### config.mk
export PLATFORM = sky130hd
export DESIGN_NAME = muldiv_ctrl_flat
export DESIGN_NICKNAME = d
export VERILOG_FILES = /design/src/rtl/muldiv_ctrl_if.sv /design/src/rtl/muldiv_ctrl.sv /design/src/flat_wrapper.sv
export SDC_FILE = /design/constraint.sdc
export NUM_CORES = 1
export LEC_CHECK = 0
export ABC_AREA = 1
export ABC_CLOCK_PERIOD_IN_PS = 4700
export BUFFER_PORTS_ARGS = -buffer_cell sky130_fd_sc_hd__buf_2
export CAP_MARGIN = 10
export CORE_AREA = 2 2 155 157
export CTS_CLUSTER_SIZE = 40
export DETAILED_ROUTE_END_ITERATION = 16
export DIE_AREA = 0 0 157 159
export PLACE_DENSITY = 0.67
export SLEW_MARGIN = 20
export SYNTH_ARGS = -nofsm -noshare
export SYNTH_HDL_FRONTEND = slang
export SYNTH_SLANG_ARGS = --single-unit
### constraint.sdc
create_clock -name clk -period 4.7 [get_ports clk]
set_input_delay 0.47 -clock clk [delete_from_list [all_inputs] [get_ports clk]]
set_output_delay 0.47 -clock clk [all_outputs]
set_load 0.1 [all_outputs]
### src/rtl/muldiv_ctrl_if.sv
// muldiv_ctrl_if: the EX-side request/result signals and the multiplier/divider handshake for muldiv_ctrl.
interface muldiv_ctrl_if;
    logic        flush;
    logic        hold;
    logic        op_valid;
    logic [1:0]  op_sel;
    logic [31:0] src1;
    logic [31:0] src2;
    logic [31:0] mul_ina;
    logic [31:0] mul_inb;
    logic        mul_signed;
    logic [63:0] mul_result;
    logic [31:0] div_opdata1;
    logic [31:0] div_opdata2;
    logic        div_start;
    logic        div_signed;
    logic        div_annul;
    logic        div_ready;
    logic [63:0] div_result;
    logic        stallreq;
    logic        res_valid;
    logic [31:0] hi_wdata;
    logic [31:0] lo_wdata;
    modport master (
        input  flush, hold, op_valid, op_sel, src1, src2, mul_result, div_ready, div_result,
        output mul_ina, mul_inb, mul_signed, div_opdata1, div_opdata2, div_start, div_signed,
               div_annul, stallreq, res_valid, hi_wdata, lo_wdata
    );
    modport slave (
        output flush, hold, op_valid, op_sel, src1, src2, mul_result, div_ready, div_result,
        input  mul_ina, mul_inb, mul_signed, div_opdata1, div_opdata2, div_start, div_signed,
               div_annul, stallreq, res_valid, hi_wdata, lo_wdata
    );
endinterface

### src/rtl/muldiv_ctrl.sv
// muldiv_ctrl: EX-stage sequencer for mul/mulu/div/divu with stall, flush and hold handling.
// Defining DIV_ZERO_BYPASS_EN short-circuits divide-by-zero straight to DONE.
module muldiv_ctrl #(
    parameter int MUL_LAT = 1
) (
    input logic           clk,
    input logic           rst,
    muldiv_ctrl_if.master bus
);
    typedef enum logic [1:0] {IDLE, MUL_WAIT, DIV_BUSY, DONE} state_t;
    state_t      state, state_nx;
    logic [31:0] op_a, op_b, hi, lo, hi_nx, lo_nx;
    logic [1:0]  op;
    logic [2:0]  cnt, cnt_nx;
    logic        accept, byp, stallreq, div_start, div_annul;
    assign accept = state == IDLE && bus.op_valid && !bus.flush && !rst;
`ifdef DIV_ZERO_BYPASS_EN
    assign byp = bus.op_sel[1] && bus.src2 == 32'd0;
`else
    assign byp = 1'b0;
`endif
    always_ff @(posedge clk or posedge rst)
        if (rst) begin
            state <= IDLE;
            op_a  <= '0;
            op_b  <= '0;
            op    <= '0;
            cnt   <= '0;
            hi    <= '0;
            lo    <= '0;
        end else begin
            state <= state_nx;
            cnt   <= cnt_nx;
            hi    <= hi_nx;
            lo    <= lo_nx;
            if (accept) begin
                op_a <= bus.src1;
                op_b <= bus.src2;
                op   <= bus.op_sel;
            end
        end
    always_comb begin
        state_nx  = state;
        cnt_nx    = cnt;
        hi_nx     = hi;
        lo_nx     = lo;
        stallreq  = 1'b0;
        div_start = 1'b0;
        div_annul = 1'b0;
        if (rst || bus.flush) begin
            state_nx  = IDLE;
            div_annul = state == DIV_BUSY;
        end else begin
            case (state)
                IDLE: if (bus.op_valid) begin
                    stallreq = 1'b1;
                    cnt_nx   = 3'(MUL_LAT - 1);
                    state_nx = byp ? DONE : bus.op_sel[1] ? DIV_BUSY : MUL_WAIT;
                    if (byp) {hi_nx, lo_nx} = {bus.src1, 32'hFFFF_FFFF};
                end
                MUL_WAIT: begin
                    stallreq = 1'b1;
                    cnt_nx   = cnt - 3'd1;
                    if (cnt == 3'd0) begin
                        {hi_nx, lo_nx} = bus.mul_result;
                        cnt_nx         = 3'd0;
                        state_nx       = DONE;
                    end
                end
                DIV_BUSY: begin
                    stallreq  = 1'b1;
                    div_start = !bus.div_ready;
                    if (bus.div_ready) begin
                        {hi_nx, lo_nx} = bus.div_result;
                        state_nx       = DONE;
                    end
                end
                default: if (!bus.hold) state_nx = IDLE;
            endcase
        end
    end
    assign bus.mul_ina     = op_a;
    assign bus.mul_inb     = op_b;
    assign bus.mul_signed  = op[0];
    assign bus.div_opdata1 = op_a;
    assign bus.div_opdata2 = op_b;
    assign bus.div_signed  = op[0];
    assign bus.div_start   = div_start;
    assign bus.div_annul   = div_annul;
    assign bus.stallreq    = stallreq;
    // Result is only presented while DONE; zero otherwise so MEM never sees stale data.
    assign bus.res_valid   = state == DONE;
    assign bus.hi_wdata    = state == DONE ? hi : 32'd0;
    assign bus.lo_wdata    = state == DONE ? lo : 32'd0;
endmodule

### src/flat_wrapper.sv
// flat-port wrapper written by rule: the top's interface ports become plain ports
module muldiv_ctrl_flat 
#(
    parameter int MUL_LAT = 1
)
  (clk, rst, bus_flush, bus_hold, bus_op_valid, bus_op_sel, bus_src1, bus_src2, bus_mul_result, bus_div_ready, bus_div_result, bus_mul_ina, bus_mul_inb, bus_mul_signed, bus_div_opdata1, bus_div_opdata2, bus_div_start, bus_div_signed, bus_div_annul, bus_stallreq, bus_res_valid, bus_hi_wdata, bus_lo_wdata);
  muldiv_ctrl_if bus_i ();
  input logic clk;
  input logic rst;
  input wire logic [$bits(bus_i.flush)-1:0] bus_flush;
  input wire logic [$bits(bus_i.hold)-1:0] bus_hold;
  input wire logic [$bits(bus_i.op_valid)-1:0] bus_op_valid;
  input wire logic [$bits(bus_i.op_sel)-1:0] bus_op_sel;
  input wire logic [$bits(bus_i.src1)-1:0] bus_src1;
  input wire logic [$bits(bus_i.src2)-1:0] bus_src2;
  input wire logic [$bits(bus_i.mul_result)-1:0] bus_mul_result;
  input wire logic [$bits(bus_i.div_ready)-1:0] bus_div_ready;
  input wire logic [$bits(bus_i.div_result)-1:0] bus_div_result;
  output wire logic [$bits(bus_i.mul_ina)-1:0] bus_mul_ina;
  output wire logic [$bits(bus_i.mul_inb)-1:0] bus_mul_inb;
  output wire logic [$bits(bus_i.mul_signed)-1:0] bus_mul_signed;
  output wire logic [$bits(bus_i.div_opdata1)-1:0] bus_div_opdata1;
  output wire logic [$bits(bus_i.div_opdata2)-1:0] bus_div_opdata2;
  output wire logic [$bits(bus_i.div_start)-1:0] bus_div_start;
  output wire logic [$bits(bus_i.div_signed)-1:0] bus_div_signed;
  output wire logic [$bits(bus_i.div_annul)-1:0] bus_div_annul;
  output wire logic [$bits(bus_i.stallreq)-1:0] bus_stallreq;
  output wire logic [$bits(bus_i.res_valid)-1:0] bus_res_valid;
  output wire logic [$bits(bus_i.hi_wdata)-1:0] bus_hi_wdata;
  output wire logic [$bits(bus_i.lo_wdata)-1:0] bus_lo_wdata;
  assign bus_i.flush = bus_flush;
  assign bus_i.hold = bus_hold;
  assign bus_i.op_valid = bus_op_valid;
  assign bus_i.op_sel = bus_op_sel;
  assign bus_i.src1 = bus_src1;
  assign bus_i.src2 = bus_src2;
  assign bus_i.mul_result = bus_mul_result;
  assign bus_i.div_ready = bus_div_ready;
  assign bus_i.div_result = bus_div_result;
  assign bus_mul_ina = bus_i.mul_ina;
  assign bus_mul_inb = bus_i.mul_inb;
  assign bus_mul_signed = bus_i.mul_signed;
  assign bus_div_opdata1 = bus_i.div_opdata1;
  assign bus_div_opdata2 = bus_i.div_opdata2;
  assign bus_div_start = bus_i.div_start;
  assign bus_div_signed = bus_i.div_signed;
  assign bus_div_annul = bus_i.div_annul;
  assign bus_stallreq = bus_i.stallreq;
  assign bus_res_valid = bus_i.res_valid;
  assign bus_hi_wdata = bus_i.hi_wdata;
  assign bus_lo_wdata = bus_i.lo_wdata;
  muldiv_ctrl #(.MUL_LAT(MUL_LAT)) u_core (.clk(clk), .rst(rst), .bus(bus_i));
endmodule
=== Word-level counts from Yosys, hierarchy flattened ===
Cells that the tools add are included.

* Add/sub/neg operators: 1
* Equality and inequality tests: 10
* Muxes and demuxes: 24
* Bitwise operators: 1
* Reductions and logical operators: 15

{| class="wikitable"
|+ Operators with widths
! cell !! count
|-
| 2-to-1 mux 32 bit || 6
|-
| one-hot mux 32 bit (2 select lines) || 2
|-
| 2-to-1 mux 2 bit || 6
|-
| AND reduction 4 bit || 2
|-
| 2-to-1 mux 3 bit || 2
|-
| one-hot mux 2 bit (3 select lines) || 1
|-
| one-hot mux 3 bit (2 select lines) || 1
|-
| 2-to-1 mux 1 bit || 5
|-
| != test 5 x 1 -> 1 bit, second input constant || 1
|-
| equality test 2 bit, second input constant || 2
|-
| != test 2 bit, second input constant || 2
|-
| nonzero test 2 bit || 2
|-
| logical AND 1 bit || 3
|-
| logical NOT 1 bit || 3
|-
| logical NOT 3 bit || 1
|-
| != test 3 x 1 -> 1 bit, second input constant || 1
|-
| != test 3 x 2 -> 1 bit, second input constant || 1
|-
| != test 3 bit, second input constant || 1
|-
| AND reduction 3 bit || 1
|-
| subtractor 3 x 1 -> 3 bit, second input constant || 1
|-
| equality test 2 x 1 -> 1 bit, second input constant || 1
|-
| logical NOT 2 bit || 1
|-
| != test 2 x 1 -> 1 bit, second input constant || 1
|-
| one-hot mux 1 bit (2 select lines) || 1
|-
| other kinds (3) || 3
|}

* Flip-flop bits (word level): 134
* Bits of input ports: 200

=== Depth between registers and ports, before layout ===
* Word-level depth: 4
* Mapped depth: 9

=== Worst setup path before layout ===
Ideal clock, no wire load.

* Path kind: reg2out
* Start: register u_core.state[0]
* End: output port bus_stallreq
* Data arrival time: 2.857 ns
* Required time: 4.230 ns
* Path slack: 1.373 ns
* Stages on the path, launching flop included: 5
* Path through: dfrtp_1 > inv_1 > ha_1 > a21oi_1 > nor3_1

* Longest elaborated chain between the ends: 4
* Elaborated cells on any way between the ends: 6
* Those cells by class: eq/ne: 2; mux: 2; reduce/logical: 2

{| class="wikitable"
|+ Ends and longest elaborated chain
! element !! RTL line !! source
|-
| start: declaration || muldiv_ctrl.sv:11 || <nowiki>state_t state, state_nx;</nowiki>
|-
| start signal: assignment || muldiv_ctrl.sv:32 || <nowiki>state <= state_nx;</nowiki>
|-
| equality test 2 x 1 -> 1 bit or equality test 2 bit (tied branches) || muldiv_ctrl.sv:54 || <nowiki>case (state)</nowiki>
|-
| OR reduction 2 bit (no source line) || - ||
|-
| one-hot mux 1 bit (2 select lines) (*) || muldiv_ctrl.sv:54 ||
|-
| 2-to-1 mux 1 bit (*) || muldiv_ctrl.sv:50 || <nowiki>if (rst || bus.flush) begin</nowiki>
|-
| end: declaration || flat_wrapper.sv:27 || <nowiki>output wire logic [$bits(bus_i.stallreq)-1:0] bus_stallreq;</nowiki>
|}

Mark *: on every way between the ends. The rest lies on a longest branch, timed or not.

=== Worst setup path after layout ===
* Start: register u_core.state[0]
* End: output port bus_lo_wdata[25]

* Longest elaborated chain between the ends: 2

{| class="wikitable"
|+ Ends and longest elaborated chain
! element !! RTL line !! source
|-
| equality test 2 bit || muldiv_ctrl.sv:94 || <nowiki>assign bus.lo_wdata = state == DONE ? lo : 32'd0;</nowiki>
|-
| 2-to-1 mux 32 bit || muldiv_ctrl.sv:94 ||
|-
| end: declaration || flat_wrapper.sv:30 || <nowiki>output wire logic [$bits(bus_i.lo_wdata)-1:0] bus_lo_wdata;</nowiki>
|}

No other way between the ends.

==> results.sh <==
export IMPL_p_comb_share_pct=46.3
export IMPL_die_h_um=159
export IMPL_post_route_min_period_ps=3020
export IMPL_fmax_mhz=331
export IMPL_crit_chain="ha_2, buf_4, nand2_1, inv_1, buf_2"
export IMPL_arrival_ps=2550
export IMPL_r2r_setup_slack_ps=2110
export IMPL_hold_class="in -> async"
export IMPL_switching_share_pct=52.9
export IMPL_p_leak_nw=6.30
export IMPL_drcViolationCount=0
export IMPL_die_area_um2=25000
export IMPL_intPower_mw=2.77
export IMPL_top_level_ports=398
export IMPL_synthesis_instances=1025
export IMPL_cts_sinks=134
export IMPL_synth_cell_types=20
export IMPL_cts_setup_buffers=0
export IMPL_fillCellCount=2415
export IMPL_grt_antenna_before_repair=6
export IMPL_dr_first_iter_drc_count=332
export IMPL_path_clk_slew_ps=60
export IMPL_cts_buffers=17
export IMPL_setup_viol=0
export IMPL_final_common_cell="nand2_1"
export IMPL_cts_hold_buffers=0
export IMPL_clock_root_buffer="clkbuf_16"
export IMPL_rsz0062_at_grt="false"
export IMPL_p_clk_share_pct=22.8
export IMPL_grt_start_max_net_pins=96
export IMPL_slowest_delay_ps=570
export IMPL_die_w_um=157
export IMPL_p_sw_mw=3.11
export IMPL_cts_resized=0
export IMPL_area_growth_pct=30.7
export IMPL_clockBufferDepth=2
export IMPL_slew_headroom_pct=42.4
export IMPL_synth_seq_cells=134
export IMPL_gp_congestion=0.803
export IMPL_yosysSeqAreaShare_pct=45.5
export IMPL_grt_usage_pct=17.4
export IMPL_setup_worst_path_start="u_core.state[0]"
export IMPL_status="finished clean"
export IMPL_irDropWorstVdd_v=0.000311
export IMPL_dp_hpwl_um=16500
export IMPL_syn_avg_cell_area_um2=7.18
export IMPL_path_class="reg -> out"
export IMPL_r2r_cells=8
export IMPL_core_rowCount=56
export IMPL_fin_worst_skew_ps=11.7
export IMPL_crit_cells=5
export IMPL_ant_nets=0
export IMPL_crit_required_ps=4230
export IMPL_wl_um=22000
export IMPL_insertion_delay_ps=420
export IMPL_crit_fanout=40
export IMPL_htree_levels=4
export IMPL_timing_hold_violations_final=0
export IMPL_grt_overflow=0
export IMPL_setup_tns_ps=0
export IMPL_synth_warnings=0
export IMPL_grt_pass1_wl_um=34100
export IMPL_power_total_mw=5.88
export IMPL_path_delay_family="buffers and inverters"
export IMPL_cts_tree="done"
export IMPL_start_util_pct=31.7
export IMPL_drt_first_pass_iters=5
export IMPL_powerDensity_nw_per_um2=612
export IMPL_wl_per_cell_um=13.2
export IMPL_final_cell_mix="nand2_1 (465), buf_2 (397), inv_1 (140)"
export IMPL_p_seq_share_pct=30.9
export IMPL_synthesis_area_um2=7360
export IMPL_grt_pass1_vias=6570
export IMPL_finalNetCount=1535
export IMPL_worstMarginPinSlew_ps=862
export IMPL_period_share_pct=64.3
export IMPL_synth_nets=1231
export IMPL_rr_endpoint="u_core.hi[6]"
export IMPL_final_max_slew_violation_count=0
export IMPL_path_buf_inv=3
export IMPL_cp_start_kind="flop"
export IMPL_io_buffers=397
export IMPL_rr_startpoint="u_core.state[0]"
export IMPL_vias_per_cell=4.26
export IMPL_maxCapViolations=0
export IMPL_crit_end="bus_lo_wdata[25]"
export IMPL_via_count=7087
export IMPL_cpMaxStageDelayCell="ha_2"
export IMPL_core_um2=23200
export IMPL_cp_end_kind="output port"
export IMPL_final_layout_size_suffix_gt1_share_pct=33.8
## power by group through the flow
stage	clock network, mW	logic (mW)	registers (mW)
2_1_floorplan	0	1.58	2.66
3_3_place_gp	0	2.72	1.82
3_5_place_dp	0	2.75	1.83
4_1_cts	1.38	2.74	1.82
5_1_grt	1.44	2.88	1.87
6_report	1.34	2.73	1.82
## sequential cells by signal, indices dropped and copies added (netlist names)
register and cells:
u_core.bus.div_opdata1 32, u_core.bus.div_opdata2 32, u_core.cnt 3, u_core.hi 32, u_core.lo 32, u_core.op 1
u_core.state 2
## kinds of logic after synthesis
logic type                 after synthesis  share of synthesized area (%)
adders and majority gates                6                           1.02
AOI/OAI and AO/OA                       71                           4.83
and+or+nand+nor                        552                           30.4
buffers and inverters                  262                           18.2
DFF                                    134                           45.5
## synth_stat cells, drive strengths merged
cell type    n  area (µm²)
a21oi        2        10.0
buf        104         751
clkbuf      16        60.1
dfrtp      134        3350
ha           6        75.1
inv        142         533
nand2      467        1760
nand3       70         405
nand4        3        18.8
nor2        11        51.3
nor3         1        5.00
o21ai       69         345
## routing by layer
| layer | track usage, % | up-vias | wire (µm) |
|---|---|---|---|
| met5 | 0 | - | 41 |
| met4 | 5.67 | 6 | 426 |
| met3 | 4.74 | 27 | 1500 |
| met2 | 30.6 | 276 | 11000 |
| met1 | 20.4 | 3171 | 9040 |
| li1 | - | 3607 | - |
## layout make-up
| type | count | area, µm² | share of cell area [%] |
|---|---|---|---|
| Antenna cell | 3 | 7.51 | 0.0780 |
| Clock buffer | 20 | 447 | 4.64 |
| Clock inverter | 12 | 143 | 1.48 |
| Inverter | 142 | 538 | 5.59 |
| Multi-Input combinational cell | 629 | 2690 | 27.9 |
| Sequential cell | 134 | 3350 | 34.9 |
| Tap cell | 319 | 399 | 4.15 |
| Timing Repair Buffer | 405 | 2050 | 21.3 |
## stage by stage
step / hold WS (ps) / area [µm²] / util (%) / std cells / worst slack [ps]
2_1_floorplan: 442 / 7360 / - / 1025 / 647
3_3_place_gp: 454 / 9020 / 38.9 / 1629 / 2110
3_5_place_dp: 458 / 9020 / 38.9 / 1629 / 2060
4_1_cts: 266 / 9610 / 41.4 / 1661 / 1610
5_1_grt: 272 / 9620 / 41.5 / 1663 / 1470
6_report: 274 / 9620 / 41.5 / 1664 / 1680
## worst min path at each step
stage / start / to / slack [ps] / cells past startpoint
after global routing: bus_src1[26] / u_core.bus.div_opdata1[26] / 270 / 3
after CTS: bus_src1[24] / u_core.bus.div_opdata1[24] / 270 / 3
after floorplan: u_core.hi[0] / u_core.hi[0] / 440 / 2
after detailed placement: u_core.lo[19] / u_core.lo[19] / 460 / 2
after global placement: u_core.hi[19] / u_core.hi[19] / 450 / 2
final: rst / u_core.bus.div_opdata2[17] / 270 / 2
(Power assumes the default switching activity.)
